$ cat config.mk
export PLATFORM = sky130hd
export DESIGN_NAME = decode_branch_unit_flat
export DESIGN_NICKNAME = d
export VERILOG_FILES = /design/src/rtl/decode_branch_unit_if.sv /design/src/rtl/decode_branch_unit.sv /design/src/flat_wrapper.sv
export SDC_FILE = /design/constraint.sdc
export NUM_CORES = 1
export LEC_CHECK = 0
export BUFFER_PORTS_ARGS = -buffer_cell sky130_fd_sc_hd__buf_2
export CAP_MARGIN = 25
export CORE_AREA = 2 2 62 64
export DETAILED_ROUTE_END_ITERATION = 16
export DIE_AREA = 0 0 64 66
export PLACE_DENSITY_LB_ADDON = 0.1
export SLEW_MARGIN = 30
export SYNTH_ARGS = -nofsm -noshare
export SYNTH_HDL_FRONTEND = slang
export SYNTH_SLANG_ARGS = --single-unit
$ cat constraint.sdc
create_clock -name Clock -period 2.96 [get_ports Clock]
set_input_delay 0.592 -clock Clock [delete_from_list [all_inputs] [get_ports Clock]]
set_output_delay 0.592 -clock Clock [all_outputs]
set_load 0.01 [all_outputs]
$ cat src/rtl/decode_branch_unit_if.sv
// Fetch-side and consumer-side handshake bundle for decode_branch_unit.
// master = fetch/consumer side, slave = decoder.
interface decode_branch_unit_if #(
  parameter int DATA_W = 8,
  parameter int ADDR_W = 10
);
  logic              in_valid;
  logic              in_ready;
  logic [15:0]       in_instr;
  logic [ADDR_W-1:0] in_pc;
  logic              wZa, wCa, wNa;
  logic              wZb, wCb, wNb;
  logic              out_valid;
  logic              out_ready;
  logic              rBranch_taken;
  logic              rJumpTaken;
  logic [ADDR_W-1:0] rBranch_dir;
  logic [DATA_W-1:0] rC;
  logic              rMux_a_sel;
  logic              rMux_b_sel;
  logic              rIllegal;

  modport master (
    output in_valid, in_instr, in_pc, wZa, wCa, wNa, wZb, wCb, wNb, out_ready,
    input  in_ready, out_valid, rBranch_taken, rJumpTaken, rBranch_dir, rC,
           rMux_a_sel, rMux_b_sel, rIllegal
  );

  modport slave (
    input  in_valid, in_instr, in_pc, wZa, wCa, wNa, wZb, wCb, wNb, out_ready,
    output in_ready, out_valid, rBranch_taken, rJumpTaken, rBranch_dir, rC,
           rMux_a_sel, rMux_b_sel, rIllegal
  );
endinterface

$ cat src/rtl/decode_branch_unit.sv
// Pipelined decoder / branch resolver for the A/B accumulator core: one-cycle
// registered output, flag-hazard interlock for branches and branch-shadow squash.
module decode_branch_unit #(
  parameter int DATA_W   = 8,
  parameter int ADDR_W   = 10,
  parameter int BR_OFF_W = 7,
  parameter bit REL_BR   = 1'b0,
  parameter int FLAG_LAT = 2,
  parameter int SHADOW   = 1
) (
  input logic Clock,
  input logic Reset,
  decode_branch_unit_if.slave bus
);
  localparam int FC_W = (FLAG_LAT > 0) ? $clog2(FLAG_LAT + 1) : 1;

  typedef struct packed {
    logic              branchTaken;
    logic              jumpTaken;
    logic [ADDR_W-1:0] branchDir;
    logic [DATA_W-1:0] c;
    logic              muxA;
    logic              muxB;
    logic              illegal;
  } dec_t;

  dec_t                   dec, decQ;
  logic                   outValidQ;
  logic [1:0][FC_W-1:0]   flagCnt;
  logic [1:0]             shadowCnt;
  logic [5:0]             op;
  logic                   wrFlags, flagVal, hazard, squash, accept, redirect;
  logic [ADDR_W-1:0]      offZ, offS, relTarget;

  assign op        = bus.in_instr[15:10];
  assign offZ      = ADDR_W'(bus.in_instr[BR_OFF_W-1:0]);
  assign offS      = ADDR_W'($signed(bus.in_instr[BR_OFF_W-1:0]));
  assign relTarget = bus.in_pc + ADDR_W'(1) + offS;

  always_comb begin
    dec     = '0;
    wrFlags = 1'b0;
    flagVal = 1'b0;
    case (op[5:4])
      2'b00: wrFlags = (op[2:0] != 3'b001);
      2'b01: begin
        if (op[2:0] inside {3'b000, 3'b010, 3'b011, 3'b100, 3'b101}) begin
          dec.c    = bus.in_instr[DATA_W-1:0];
          dec.muxA = ~op[3];
          dec.muxB = op[3];
          wrFlags  = 1'b1;
        end else dec.illegal = 1'b1;
      end
      2'b10: begin
        case (op[2:1])
          2'b00:   flagVal = op[3] ? bus.wZb : bus.wZa;
          2'b01:   flagVal = op[3] ? bus.wCb : bus.wCa;
          2'b10:   flagVal = op[3] ? bus.wNb : bus.wNa;
          default: dec.illegal = 1'b1;
        endcase
        if (!dec.illegal && (flagVal == op[0])) begin
          dec.branchTaken = 1'b1;
          dec.branchDir   = REL_BR ? relTarget : offZ;
        end
      end
      default: begin
        if (op == 6'b110000) begin
          dec.jumpTaken = 1'b1;
          dec.branchDir = bus.in_instr[ADDR_W-1:0];
        end else dec.illegal = 1'b1;
      end
    endcase
  end

  // Squashed instructions never execute, so they cannot be held by the flag interlock.
  assign squash       = (shadowCnt != 2'd0);
  assign hazard       = (op[5:4] == 2'b10) && (flagCnt[op[3]] != '0) && !squash;
  assign bus.in_ready = (~outValidQ | bus.out_ready) & ~hazard;
  assign accept       = bus.in_valid & bus.in_ready;
  assign redirect     = dec.branchTaken | dec.jumpTaken;

  always_ff @(posedge Clock or negedge Reset) begin
    if (!Reset) begin
      decQ      <= '0;
      outValidQ <= 1'b0;
      flagCnt   <= '0;
      shadowCnt <= '0;
    end else begin
      if (accept && !squash) begin
        decQ      <= dec;
        outValidQ <= 1'b1;
      end else if (bus.out_ready) begin
        decQ      <= '0;
        outValidQ <= 1'b0;
      end

      for (int x = 0; x < 2; x++) begin
        if (accept && !squash && wrFlags && (op[3] == x[0]))
          flagCnt[x] <= FC_W'(FLAG_LAT);
        else if (flagCnt[x] != '0)
          flagCnt[x] <= flagCnt[x] - FC_W'(1);
      end

      if (accept && squash)
        shadowCnt <= shadowCnt - 2'd1;
      else if (accept && redirect)
        shadowCnt <= 2'(SHADOW);
    end
  end

  assign bus.out_valid     = outValidQ;
  assign bus.rBranch_taken = decQ.branchTaken;
  assign bus.rJumpTaken    = decQ.jumpTaken;
  assign bus.rBranch_dir   = decQ.branchDir;
  assign bus.rC            = decQ.c;
  assign bus.rMux_a_sel    = decQ.muxA;
  assign bus.rMux_b_sel    = decQ.muxB;
  assign bus.rIllegal      = decQ.illegal;
endmodule

$ cat src/flat_wrapper.sv
// flat-port wrapper written by rule: the top's interface ports become plain ports
module decode_branch_unit_flat 
#(
  parameter int DATA_W   = 8,
  parameter int ADDR_W   = 10,
  parameter int BR_OFF_W = 7,
  parameter bit REL_BR   = 1'b0,
  parameter int FLAG_LAT = 2,
  parameter int SHADOW   = 1
)
  (Clock, Reset, bus_in_valid, bus_in_instr, bus_in_pc, bus_wZa, bus_wCa, bus_wNa, bus_wZb, bus_wCb, bus_wNb, bus_out_ready, bus_in_ready, bus_out_valid, bus_rBranch_taken, bus_rJumpTaken, bus_rBranch_dir, bus_rC, bus_rMux_a_sel, bus_rMux_b_sel, bus_rIllegal);
  decode_branch_unit_if #(.DATA_W(DATA_W), .ADDR_W(ADDR_W)) bus_i ();
  input logic Clock;
  input logic Reset;
  input wire logic [$bits(bus_i.in_valid)-1:0] bus_in_valid;
  input wire logic [$bits(bus_i.in_instr)-1:0] bus_in_instr;
  input wire logic [$bits(bus_i.in_pc)-1:0] bus_in_pc;
  input wire logic [$bits(bus_i.wZa)-1:0] bus_wZa;
  input wire logic [$bits(bus_i.wCa)-1:0] bus_wCa;
  input wire logic [$bits(bus_i.wNa)-1:0] bus_wNa;
  input wire logic [$bits(bus_i.wZb)-1:0] bus_wZb;
  input wire logic [$bits(bus_i.wCb)-1:0] bus_wCb;
  input wire logic [$bits(bus_i.wNb)-1:0] bus_wNb;
  input wire logic [$bits(bus_i.out_ready)-1:0] bus_out_ready;
  output wire logic [$bits(bus_i.in_ready)-1:0] bus_in_ready;
  output wire logic [$bits(bus_i.out_valid)-1:0] bus_out_valid;
  output wire logic [$bits(bus_i.rBranch_taken)-1:0] bus_rBranch_taken;
  output wire logic [$bits(bus_i.rJumpTaken)-1:0] bus_rJumpTaken;
  output wire logic [$bits(bus_i.rBranch_dir)-1:0] bus_rBranch_dir;
  output wire logic [$bits(bus_i.rC)-1:0] bus_rC;
  output wire logic [$bits(bus_i.rMux_a_sel)-1:0] bus_rMux_a_sel;
  output wire logic [$bits(bus_i.rMux_b_sel)-1:0] bus_rMux_b_sel;
  output wire logic [$bits(bus_i.rIllegal)-1:0] bus_rIllegal;
  assign bus_i.in_valid = bus_in_valid;
  assign bus_i.in_instr = bus_in_instr;
  assign bus_i.in_pc = bus_in_pc;
  assign bus_i.wZa = bus_wZa;
  assign bus_i.wCa = bus_wCa;
  assign bus_i.wNa = bus_wNa;
  assign bus_i.wZb = bus_wZb;
  assign bus_i.wCb = bus_wCb;
  assign bus_i.wNb = bus_wNb;
  assign bus_i.out_ready = bus_out_ready;
  assign bus_in_ready = bus_i.in_ready;
  assign bus_out_valid = bus_i.out_valid;
  assign bus_rBranch_taken = bus_i.rBranch_taken;
  assign bus_rJumpTaken = bus_i.rJumpTaken;
  assign bus_rBranch_dir = bus_i.rBranch_dir;
  assign bus_rC = bus_i.rC;
  assign bus_rMux_a_sel = bus_i.rMux_a_sel;
  assign bus_rMux_b_sel = bus_i.rMux_b_sel;
  assign bus_rIllegal = bus_i.rIllegal;
  decode_branch_unit #(.DATA_W(DATA_W), .ADDR_W(ADDR_W), .BR_OFF_W(BR_OFF_W), .REL_BR(REL_BR), .FLAG_LAT(FLAG_LAT), .SHADOW(SHADOW)) u_core (.Clock(Clock), .Reset(Reset), .bus(bus_i));
endmodule
Yosys cells after proc, flatten, opt, wreduce, memory -nomap -nowiden
Index checks and enable logic that the tools add are counted.
- add/sub/neg operators: 3
- magnitude comparators: 1
- equal/unequal tests: 11
- mux-type cells: 32
- bitwise logic cells: 7
- reductions and logical operators: 26
- operators with widths (cell ; count):
    $mux 23 ; 2
    $mux 10 ; 2
    $pmux 10 s2 ; 1
    $mux 2 ; 8
    $reduce_bool 2->1 ; 8
    $mux 1 ; 14
    $mux 11 ; 1
    $logic_and 1x1->1 ; 9
    $mux 7 ; 1
    $eq 3x2->1 const B ; 2
    $eq 3x3->1 const B ; 2
    $eq 6x6->1 const B ; 1
    $pmux 1 s3 ; 2
    $reduce_or 3->1 ; 2
    $sub 2x1->2 const B ; 3
    $reduce_bool 5->1 ; 1
    $eq 2x1->1 const B ; 2
    $eq 2x2->1 const B ; 2
    $logic_not 2->1 ; 2
    $logic_not 3->1 ; 1
    $ne 3x1->1 const B ; 1
    $not 1->1 ; 3
    $and 1x1->1 ; 2
    $logic_not 1->1 ; 2
    other kinds (5) ; 6
- register bits after elaboration: 30
- output and inout bits: 25
- logic and storage cells: 91

Logic depth before layout (Yosys ltp)
- depth in word-level cells: 12
- mapped depth: 9
- depth with buffers taken out: 6

Worst setup path before layout
No wires, ideal clock.
- kind: input-to-reg
- from: in bus_in_instr[13]
- to: reg u_core.shadowCnt[1]
- arrival: 1990 ps
- data required time: 2831 ps
- path slack: 840 ps
- stages on the path: 5
- buffers on the path: 1
- path through: buf_6 mux2_4 a222oi_1 xnor2_1 o41a_1
- longest elaborated chain between the ends: 10
- elaborated cells on any way between the ends: 25
- classes of those cells: 2 x eq/ne; 12 x mux; 4 x bitwise; 7 x reduce/logical
- RTL lines (item ; RTL line ; source):
    start: declaration ; flat_wrapper.sv:16 ; input wire logic [$bits(bus_i.in_instr)-1:0] bus_in_instr;
    $mux 1, or another cell as far along ; decode_branch_unit.sv:58 ; 2'b10: flagVal = op[3] ? bus.wNb : bus.wNa;
    $pmux 1 s3 or $mux 2 (tied branches) ; decode_branch_unit.sv:55, decode_branch_unit.sv:77 ;
    $mux 1 or $reduce_bool 2->1 (tied branches) ; decode_branch_unit.sv:44, decode_branch_unit.sv:77 ;
    $eq 1x1->1 or $logic_and 1x1->1 (tied branches) ; decode_branch_unit.sv:61, decode_branch_unit.sv:77 ;
    $logic_and 1x1->1 (on tied branches) ; decode_branch_unit.sv:61, decode_branch_unit.sv:77 ;
    $mux 1 or $not 1->1 (tied branches) ; decode_branch_unit.sv:61, decode_branch_unit.sv:78 ;
    $mux 1 or $and 1x1->1 (tied branches) ; decode_branch_unit.sv:44, decode_branch_unit.sv:78 ;
    $or 1x1->1 or $and 1x1->1 (tied branches) ; decode_branch_unit.sv:80, decode_branch_unit.sv:79 ;
    $logic_and 1x1->1 (on tied branches) ; decode_branch_unit.sv:106, decode_branch_unit.sv:104 ;
    $reduce_bool 2->1 (no source line) or $mux 2 (tied branches) ; n/a ;
    end signal: assignment ; decode_branch_unit.sv:105 ; shadowCnt <= shadowCnt - 2'd1;
    end signal: assignment ; decode_branch_unit.sv:107 ; shadowCnt <= 2'(SHADOW);
    end: declaration ; decode_branch_unit.sv:30 ; logic [1:0] shadowCnt;
Parallel ways exist; a longest one is shown, timed or not. The select of a mux whose other input is x is not followed.
A chain may end at the register's enable or synchronous reset.

Worst setup path in the final report
- from: reg u_core.shadowCnt[0]
- to: reg u_core.decQ, in the netlist u_core.bus.rBranch_dir[9]
- longest elaborated chain between the ends: 8
- elaborated cells on any way between the ends: 9
- classes of those cells: 1 x mux; 3 x bitwise; 5 x reduce/logical
- RTL lines (item ; RTL line ; source):
    $reduce_bool 2->1 (*) ; decode_branch_unit.sv:76 ; assign squash = (shadowCnt != 2'd0);
    $logic_not 1->1 (*) ; decode_branch_unit.sv:77, decode_branch_unit.sv:89 ;
    $logic_and 1x1->1 ; decode_branch_unit.sv:77 ; assign hazard = (op[5:4] == 2'b10) && (flagCnt[op[3]] != '0) && !squash;
    $not 1->1 ; decode_branch_unit.sv:78 ; assign bus.in_ready = (~outValidQ | bus.out_ready) & ~hazard;
    $and 1x1->1 ; decode_branch_unit.sv:78 ;
    $and 1x1->1 ; decode_branch_unit.sv:79 ; assign accept = bus.in_valid & bus.in_ready;
    $logic_and 1x1->1 (*) ; decode_branch_unit.sv:89 ; if (accept && !squash) begin
    $mux 23 or $reduce_bool 2->1 (tied branches) ; n/a ;
    end signal: assignment ; decode_branch_unit.sv:84 ; decQ <= '0;
    end signal: assignment ; decode_branch_unit.sv:90 ; decQ <= dec;
    end signal: assignment ; decode_branch_unit.sv:93 ; decQ <= '0;
    end: declaration ; decode_branch_unit.sv:27 ; dec_t dec, decQ;
Mark *: on every way between the ends. The rest lies on a longest branch, timed or not.

==> flow_summary.ini <==
[status]
status = completed

[yosys]
synth_top_area_cell = dfrtp_1
netlist_area_um2 = 1550
synthDistinctLibCells = 47
yosys_warnings = 0
ys.flop_type = dfrtp_1
synth_edf_count = 0
synthTopCellsByArea = dfrtp_1 (48%), a22o_1 (6.8%), a32oi_1 (4.0%)
synth_seq_cells = 30
synth.net_count = 182
syn_area_per_cell_um2 = 10.8
async_reset_ff_frac = 1.00
synthCells = 143
yosysTopAreaCellShare = 0.484
yosysSeqAreaShare = 0.484

[route]
vias_per_cell = 5.58
first_pass_iters = 4
drtAntennaViolNets = 0
first_iter_violations = 83
num_vias = 1357
finalWirelength_mm = 3.62
remaining_drc_errors = 0
avgRoutedWirePerCell_um = 14.9

[floorplanning]
initial_core_util = 0.437
die_y_um = 66
ioPinCount = 61
die_area_um2 = 4220
core_area_um2 = 3550
die_x_um = 64
std_cell_rows = 22

[critical_path]
crit_start = u_core.shadowCnt[0]
slowest_stage = and2_0
setup.worst_path.class = reg2reg
start_kind = flip-flop
arrival_ns = 2.67
reg2reg_depth = 6
worstPathRequired_ns = 3.23
critPathMaxStageDelay_ns = 0.63
path_cells = inv_1 > ha_1 > nand3b_1 > o31ai_2 > and2_0 > a22o_1
r2r_start = u_core.shadowCnt[0]
worstPathMaxFanout = 14
crit_path_end_kind = flip-flop

[clocking]
cts_tree = yes
clock-sinks = 30
clock_path_buffers = 2
cts_htree_levels = 2
path_clk_slew_ns = 0.10
numCtsBuffers = 5
root_buffer = clkbuf_4
post_cts_buffers = 0
cts_resized = 0
clock_latency_ns = 0.33
holdBufCountCts = 0

[global_routing]
grt_pass1_vias = 1331
grt_overflow_total = 0
grt_max_degree = 31
grt_usage = 0.187
antenna_found_initial = 0
grt_first_pass_wirelength_mm = 6.10

[sta]
worst_pin_slew_ns = 0.762
rsz0062_at_grt = false
max_freq_mhz = 416
period_needed_ns = 2.40
maxSlewViolCount = 0
setup-violations-final = 0
setup_tns_ns = 0
relSlewSlack = 0.486
finalHoldViolCount = 0
period_share = 0.812
skew_ns = 0.00533
setup_slack_ns = 0.558

[placement]
dp_hpwl_mm = 2.74
routabilityCongestion = 0.810
portBuffers = 50
preCtsSetupSlack_ns = 0.173
placed_cell_area_um2 = 1830

[layout]
area_delta_synth_final_pct = 23.2
nNetsFinal = 233
layout.cells.most_common = buf_2
drive_gt1_frac = 0.349
layout_common_cells = buf_2 (50), dfrtp_1 (30), a22o_1 (12)
n_antenna_cell = 0
design_area_um2 = 1910

[power]
vdd_drop_max_v = 0.000352
power_uw = 1290
leakage_uw = 0.000962
power.density_nw_per_um2 = 674

[run]
max_cap_violations = 0

[hold_path]
hp-class = in2async
metal layers:
| layer | part of all wire | GRT usage | up-vias |
|---|---|---|---|
| li1 | - | - | 662 |
| met1 | 0.42 | 0.226 | 649 |
| met2 | 0.51 | 0.320 | 40 |
| met3 | 0.060 | 0.0426 | 6 |
| met4 | 0.015 | 0.0815 | 0 |
| met5 | 0 | 0 | - |
report_power, final:
group / switching, uW / internal [uW]
Clock: 146 / 175
Sequential: 42.1 / 476
Combinational: 251 / 198
layout make-up:
class	count	area [um2]
Multi-Input combinational cell	95	724
Clock inverter	3	40.0
Fill cell	338	1640
Tap cell	48	60.1
Clock buffer	5	37.5
Sequential cell	30	751
Inverter	11	41.3
Timing Repair Buffer	51	258
path summary, 6_finish.rpt:
check | to | slack [ns]
max in group asynchronous | u_core.bus.rBranch_dir[5] | 2.25
setup / recovery | u_core.bus.rBranch_dir[9] | 0.56
hold reg to reg | u_core.bus.rJumpTaken | 0.50
setup reg to reg | u_core.bus.rBranch_dir[9] | 0.56
hold / removal | u_core.bus.rBranch_dir[7] | 0.28
min in group Clock | u_core.bus.rBranch_dir[8] | 0.49
cell usage after synthesis, types with 2 or more instances:
library cell	n
a31oi_1	2
xor2_1	2
nand2_1	5
o31ai_1	2
nor2b_1	3
nand3_1	9
a32oi_1	7
and3b_1	2
buf_2	4
dfrtp_1	30
inv_1	10
o31a_1	2
nor2_1	2
o41ai_1	2
o21ai_0	10
ha_1	3
nor4_1	2
mux2i_1	2
mux2_2	2
nand3b_1	2
a22o_1	12
nor3_1	3
stage by stage:
stage,instances,utilization,hold WS (ns)
finish,243,0.538,0.284
global route,243,0.538,0.321
global placement,235,0.515,0.457
CTS,243,0.537,0.305
floorplan,143,-,0.296
detailed placement,235,0.515,0.473
worst max-delay path: cells and delay by family (launching register included):
family	cells	cell delay (ns)
AND/OR/NAND/NOR	2	0.80
AO/OA/AOI/OAI	2	0.77
buffers and inverters	1	0.07
flip-flops	1	0.42
adder cells (fa/ha/maj)	1	0.29
logic make-up after synthesis:
kind of cell,after synthesis,synth area share
AOI/OAI and AO/OA,49,0.253
xor gates and xnor gates,3,0.0169
adders and majority gates,4,0.0306
buffers and inverters,18,0.0524
DFF,30,0.484
muxes,5,0.0371
and+or+nand+nor,34,0.126
sequential cells by signal, summed over array words and instances (netlist names):
signal and cells:
u_core.bus.rIllegal 1, u_core.shadowCnt 2, u_core.bus.rMux_a_sel 1, u_core.bus.rBranch_dir 10
u_core.bus.rMux_b_sel 1, u_core.bus.out_valid 1, u_core.bus.rC 8, u_core.bus.rBranch_taken 1
u_core.flagCnt 4, u_core.bus.rJumpTaken 1
No activity file was read; power rests on OpenSTA's default activity.
